===== config.mk =====
export PLATFORM = sky130hd
export DESIGN_NAME = sd_clk_ctrl
export DESIGN_NICKNAME = d
export VERILOG_FILES = /design/src/rtl/sd_clk_ctrl_pkg.sv /design/src/rtl/sd_clk_ctrl_timer.sv /design/src/rtl/sd_clk_ctrl.sv
export SDC_FILE = /design/constraint.sdc
export NUM_CORES = 1
export LEC_CHECK = 0
export CAP_MARGIN = 20
export CORE_UTILIZATION = 45
export DETAILED_ROUTE_END_ITERATION = 16
export DONT_BUFFER_PORTS = 1
export GPL_TIMING_DRIVEN = 0
export SLEW_MARGIN = 20
export SYNTH_ARGS = -nofsm -noshare
export SYNTH_HDL_FRONTEND = slang
export SYNTH_SLANG_ARGS = --single-unit
export TNS_END_PERCENT = 20

===== constraint.sdc =====
create_clock -name iclk -period 3.7 [get_ports iclk]
set_input_delay 0.74 -clock iclk [delete_from_list [all_inputs] [get_ports iclk]]
set_output_delay 0.74 -clock iclk [all_outputs]
set_load 0.1 [all_outputs]

===== src/rtl/sd_clk_ctrl_pkg.sv =====
// Shared definitions for the GhostSD clock sequencer: state encodings,
// clock-select constants and a constant-evaluable clog2.
package sd_clk_ctrl_pkg;

    typedef enum logic [2:0] {
        ST_OFF    = 3'd0,
        ST_PWRUP  = 3'd1,
        ST_READY  = 3'd2,
        ST_GATE   = 3'd3,
        ST_SWITCH = 3'd4,
        ST_UNGATE = 3'd5
    } state_e;

    localparam logic SEL_SLOW = 1'b0;
    localparam logic SEL_FAST = 1'b1;

    function automatic int clog2(input int value);
        int r;
        r = 0;
        while ((1 << r) < value) begin
            r = r + 1;
        end
        return r;
    endfunction

endpackage


===== src/rtl/sd_clk_ctrl_timer.sv =====
// Loadable down-counter that saturates at zero; shared by the power-up
// interval and the gate/switch settle intervals.
module sd_clk_ctrl_timer #(
    parameter int W = 8
) (
    input  logic         iclk,
    input  logic         irst,
    input  logic         iload,
    input  logic [W-1:0] iload_val,
    output logic         ozero
);

    logic [W-1:0] count_q;
    logic [W-1:0] count_d;

    always_comb begin
        count_d = count_q;
        if (iload) begin
            count_d = iload_val;
        end else if (count_q != '0) begin
            count_d = count_q - 1'b1;
        end
    end

    always_ff @(posedge iclk or negedge irst) begin
        if (!irst) begin
            count_q <= '0;
        end else begin
            count_q <= count_d;
        end
    end

    assign ozero = (count_q == '0);

endmodule


===== src/rtl/sd_clk_ctrl.sv =====
// SD clock source sequencer: power-up slow clocks, then glitch-safe
// slow/fast switching by gating, reselecting and ungating the clock path.
//
// state  | meaning
// OFF    | clock gated, slow selected, waiting for istart
// PWRUP  | slow clock running for the initial INIT_CYCLES periods
// READY  | clock stable; pending requests evaluated when bus idle
// GATE   | clock gated, old source still selected, settling
// SWITCH | clock gated, new source selected, settling
// UNGATE | clock re-enabled for one cycle before READY
module sd_clk_ctrl
    import sd_clk_ctrl_pkg::*;
#(
    parameter int SLOW_DIV    = 64,
    parameter int INIT_CYCLES = 80,
    parameter int SETTLE      = 16
) (
    input  logic iclk,
    input  logic irst,
    input  logic istart,
    input  logic istop,
    input  logic ireq_fast,
    input  logic ireq_slow,
    input  logic ibusy,
    output logic osel_clk,
    output logic oclk_en,
    output logic oready,
    output logic oinit_done,
    output logic odone
);

    localparam int CNT_W = clog2(INIT_CYCLES * SLOW_DIV);
    localparam logic [CNT_W-1:0] INIT_LOAD   = CNT_W'(INIT_CYCLES * SLOW_DIV - 1);
    localparam logic [CNT_W-1:0] SETTLE_LOAD = CNT_W'(SETTLE - 1);

    state_e state_q, state_d;
    logic   sel_q, sel_d;
    logic   clk_en_q, clk_en_d;
    logic   ready_q, ready_d;
    logic   init_done_q, init_done_d;
    logic   done_q, done_d;
    logic   pend_vld_q, pend_vld_d;
    logic   pend_tgt_q, pend_tgt_d;
    logic   tgt_q, tgt_d;

    logic             tmr_load;
    logic [CNT_W-1:0] tmr_val;
    logic             tmr_zero;

    sd_clk_ctrl_timer #(
        .W(CNT_W)
    ) u_timer (
        .iclk      (iclk),
        .irst      (irst),
        .iload     (tmr_load),
        .iload_val (tmr_val),
        .ozero     (tmr_zero)
    );

    always_comb begin
        state_d     = state_q;
        sel_d       = sel_q;
        clk_en_d    = clk_en_q;
        ready_d     = ready_q;
        init_done_d = init_done_q;
        done_d      = 1'b0;
        pend_vld_d  = pend_vld_q;
        pend_tgt_d  = pend_tgt_q;
        tgt_d       = tgt_q;
        tmr_load    = 1'b0;
        tmr_val     = SETTLE_LOAD;

        // A request arriving this cycle is visible to READY immediately; slow wins a tie.
        if (state_q != ST_OFF && (ireq_fast || ireq_slow)) begin
            pend_vld_d = 1'b1;
            pend_tgt_d = ireq_slow ? SEL_SLOW : SEL_FAST;
        end

        case (state_q)
            ST_OFF: begin
                sel_d    = SEL_SLOW;
                clk_en_d = 1'b0;
                ready_d  = 1'b0;
                if (istart) begin
                    state_d  = ST_PWRUP;
                    clk_en_d = 1'b1;
                    tmr_load = 1'b1;
                    tmr_val  = INIT_LOAD;
                end
            end
            ST_PWRUP: begin
                if (tmr_zero) begin
                    state_d     = ST_READY;
                    ready_d     = 1'b1;
                    init_done_d = 1'b1;
                    done_d      = 1'b1;
                end
            end
            ST_READY: begin
                if (pend_vld_d && !ibusy) begin
                    pend_vld_d = 1'b0;
                    if (pend_tgt_d == sel_q) begin
                        done_d = 1'b1;
                    end else begin
                        state_d  = ST_GATE;
                        tgt_d    = pend_tgt_d;
                        ready_d  = 1'b0;
                        clk_en_d = 1'b0;
                        tmr_load = 1'b1;
                    end
                end
            end
            ST_GATE: begin
                if (tmr_zero) begin
                    state_d  = ST_SWITCH;
                    sel_d    = tgt_q;
                    tmr_load = 1'b1;
                end
            end
            ST_SWITCH: begin
                if (tmr_zero) begin
                    state_d  = ST_UNGATE;
                    clk_en_d = 1'b1;
                end
            end
            ST_UNGATE: begin
                state_d = ST_READY;
                ready_d = 1'b1;
                done_d  = 1'b1;
            end
            default: begin
                state_d = ST_OFF;
            end
        endcase

        if (istop) begin
            state_d     = ST_OFF;
            sel_d       = SEL_SLOW;
            clk_en_d    = 1'b0;
            ready_d     = 1'b0;
            init_done_d = 1'b0;
            done_d      = 1'b0;
            pend_vld_d  = 1'b0;
            pend_tgt_d  = SEL_SLOW;
        end
    end

    always_ff @(posedge iclk or negedge irst) begin
        if (!irst) begin
            state_q     <= ST_OFF;
            sel_q       <= SEL_SLOW;
            clk_en_q    <= 1'b0;
            ready_q     <= 1'b0;
            init_done_q <= 1'b0;
            done_q      <= 1'b0;
            pend_vld_q  <= 1'b0;
            pend_tgt_q  <= SEL_SLOW;
            tgt_q       <= SEL_SLOW;
        end else begin
            state_q     <= state_d;
            sel_q       <= sel_d;
            clk_en_q    <= clk_en_d;
            ready_q     <= ready_d;
            init_done_q <= init_done_d;
            done_q      <= done_d;
            pend_vld_q  <= pend_vld_d;
            pend_tgt_q  <= pend_tgt_d;
            tgt_q       <= tgt_d;
        end
    end

    assign osel_clk   = sel_q;
    assign oclk_en    = clk_en_q;
    assign oready     = ready_q;
    assign oinit_done = init_done_q;
    assign odone      = done_q;

endmodule

==> flow_summary.toml <==
[synthesis]
synth_edf_count = 0
synth_nets = 147
yosys-top-cells-count = "dfrtp_1 (24), o21ai_0 (12), nor2_1 (10), nand2_1 (9), inv_1 (8)"
ys_warn_count = 0
synth_area_leader_cell = "dfrtp_1"
yosysUniqueCellTypes = 51
syn_inst = 139
synth_seq_cells = 24
syn-cell-area_um2 = 1410
avgSynthCellArea_um2 = 10.1
seq_area_frac_synth = 0.427
yosysMostFrequentCell = "dfrtp_1"
synthArstFlopShare = 1.00
ys_top_cells_by_area = "dfrtp_1 (43%), o21ai_0 (4.3%), nor2_1 (2.7%)"
synthFlopType = "dfrtp_1"
synth_top_area_share = 0.427

[die]
initial_core_util = 0.493
io_pins = 12
die_w_um = 57.9
num_rows = 19
coreArea_um2 = 2850
fp.dieH_um = 57.9
die_area_um2 = 3350

[pwr]
sequentialPowerShare = 0.592
switching_power_uw = 138
p_total_uw = 499
ir_worst_vdd_v = 0.000131
p_int_uw = 361
p_per_area_nw_per_um2 = 337
p_leak_nw = 0.616
p_comb_frac = 0.121
swShare = 0.277
p_clk_frac = 0.287

[grt]
grt_pass1_wl_mm = 4.70
grt.overflow.total = 0
antenna_found_initial = 0
grt_max_degree = 25
grt_pass1_vias = 1027
grt.total_usage = 0.182

[finish]
layout-area-overhead-vs-synth_pct = 5.34
post_route_cells_drive_above_1_share = 0.182
fin_cells = 174
diodes = 0
nets = 152

[sta]
period_needed_ns = 2.11
period_share = 0.570
fmax_ghz = 0.474
rsz0062_at_grt = "false"
setup_viol = 0
worst_slew_pin_slew_ns = 1.02
hold_viol_final = 0
maxSlewViolCount = 0
clock_skew_ns = 0.00897
finalSetupTns_ns = 0
relSlewSlack = 0.317

[cts]
post_cts_resized = 0
clk_pin_slew_ns = 0.14
cts_num_sinks = 24
cts_hold_buffers = 0
postCtsSetupRepairBufs = 0
cts_max_path_buffers = 2
clk_latency_ns = 0.32
cts_tree = "built"
cts-root-buf = "clkbuf_4"
htree_levels = 1
numCtsBuffers = 3

[detailed_routing]
viasPerCell = 5.80
drc = 0
drt-pass1-iter-count = 4
avgRoutedWirePerCell_um = 15.8
via_count = 1009
postRouteAntennaNets = 0
drt-total-wl_mm = 2.76
drtIter0Drc = 25

[critical_path]
crit_fanout = 4
critPathKind = "reg2out"
start_kind = "flop"
critPathRequiredTime_ns = 2.96
rrSetupSlack_ns = 1.70
cp_data_arrival_time_ns = 1.37
end_kind = "primary output"

[placement]
place_congestion = 0.811
dp_cells = 170
portBuffers = 0
hpwl_mm = 2.02

[status]
outcome = "finished clean"

[flow_run]
maxCapViolations = 0

[hold_path]
hold_path_class = "in2async"
==> power by group through the flow <==
stage	logic, mW	clock network [mW]	registers, mW
6_report	0.0604	0.143	0.296
3_5_place_dp	0.0599	0	0.301
5_1_grt	0.0680	0.154	0.297
3_3_place_gp	0.0596	0	0.300
2_1_floorplan	0.0496	0	0.297
4_1_cts	0.0600	0.148	0.296
==> metal layers <==
layer  part of all wire  track usage
met1               0.52        0.255
met2               0.44        0.276
met3              0.034       0.0402
met4             0.0040       0.0646
met5                  0            0
==> worst paths after layout <==
check                      cells after the start                from                  end
max in group asynchronous                      0                irst  u_timer.count_q[12]
min in group iclk                              2               tgt_q                tgt_q
hold / removal                                 0                irst   u_timer.count_q[0]
setup / recovery                               0            osel_clk             osel_clk
hold reg to reg                                2               tgt_q                tgt_q
setup reg to reg                               5  u_timer.count_q[3]   u_timer.count_q[9]
==> logic make-up (layout without fill, tap and decap cells) <==
| group | Yosys count | after routing | synth area share |
|---|---|---|---|
| AO/OA/AOI/OAI | 39 | 39 | 0.206 |
| adder cells (fa/ha/maj) | 1 | 1 | 0.00890 |
| AND/OR/NAND/NOR | 52 | 52 | 0.242 |
| XOR/XNOR | 8 | 8 | 0.0552 |
| buffers and inverters | 12 | 16 | 0.0392 |
| multiplexers | 3 | 3 | 0.0214 |
| flip-flops | 24 | 24 | 0.427 |
==> through the flow <==
step	hold WS [ns]	utilization	worst slack, ns	area, um^2
global placement	0.445	0.506	1.71	1440
CTS	0.0785	0.519	1.58	1480
global route	0.0640	0.519	1.55	1480
detailed placement	0.445	0.506	1.68	1440
finish	0.0880	0.519	1.59	1480
floorplan	0.444	-	1.89	1410
==> final cells by class <==
class                   instances  area, um^2
flip-flops and latches         24         601
plain buffers                   4        25.0
well taps                      31        38.8
multi-input cells             103         749
clock buffers                   4        36.3
inverters                       8        30.0
fillers                       255        1370
==> state kept, by name, summed over array words and instances, names as in the netlist <==
| signal | count |
|---|---|
| u_timer.count_q | 13 |
| pend_vld_q | 1 |
| oclk_en | 1 |
| osel_clk | 1 |
| odone | 1 |
| pend_tgt_q | 1 |
| tgt_q | 1 |
| oready | 1 |
| state_q | 3 |
| oinit_done | 1 |
==> layout by cell type, fill, tap and decap left out, types with 2 or more instances in the layout <==
| cell type | count |
|---|---|
| a21oi_1 | 7 |
| a31oi_1 | 2 |
| and3_1 | 5 |
| buf_2 | 2 |
| clkbuf_4 | 3 |
| dfrtp_1 | 24 |
| inv_1 | 8 |
| mux2i_1 | 3 |
| nand2_1 | 9 |
| nand3_1 | 3 |
| nand4_1 | 2 |
| nor2_1 | 10 |
| nor3_1 | 3 |
| nor3_2 | 2 |
| o21ai_0 | 12 |
| o21ai_1 | 5 |
| or4_1 | 2 |
| xnor2_1 | 3 |
| xor2_1 | 4 |
Note: power is estimated with default switching activity, not from simulation.
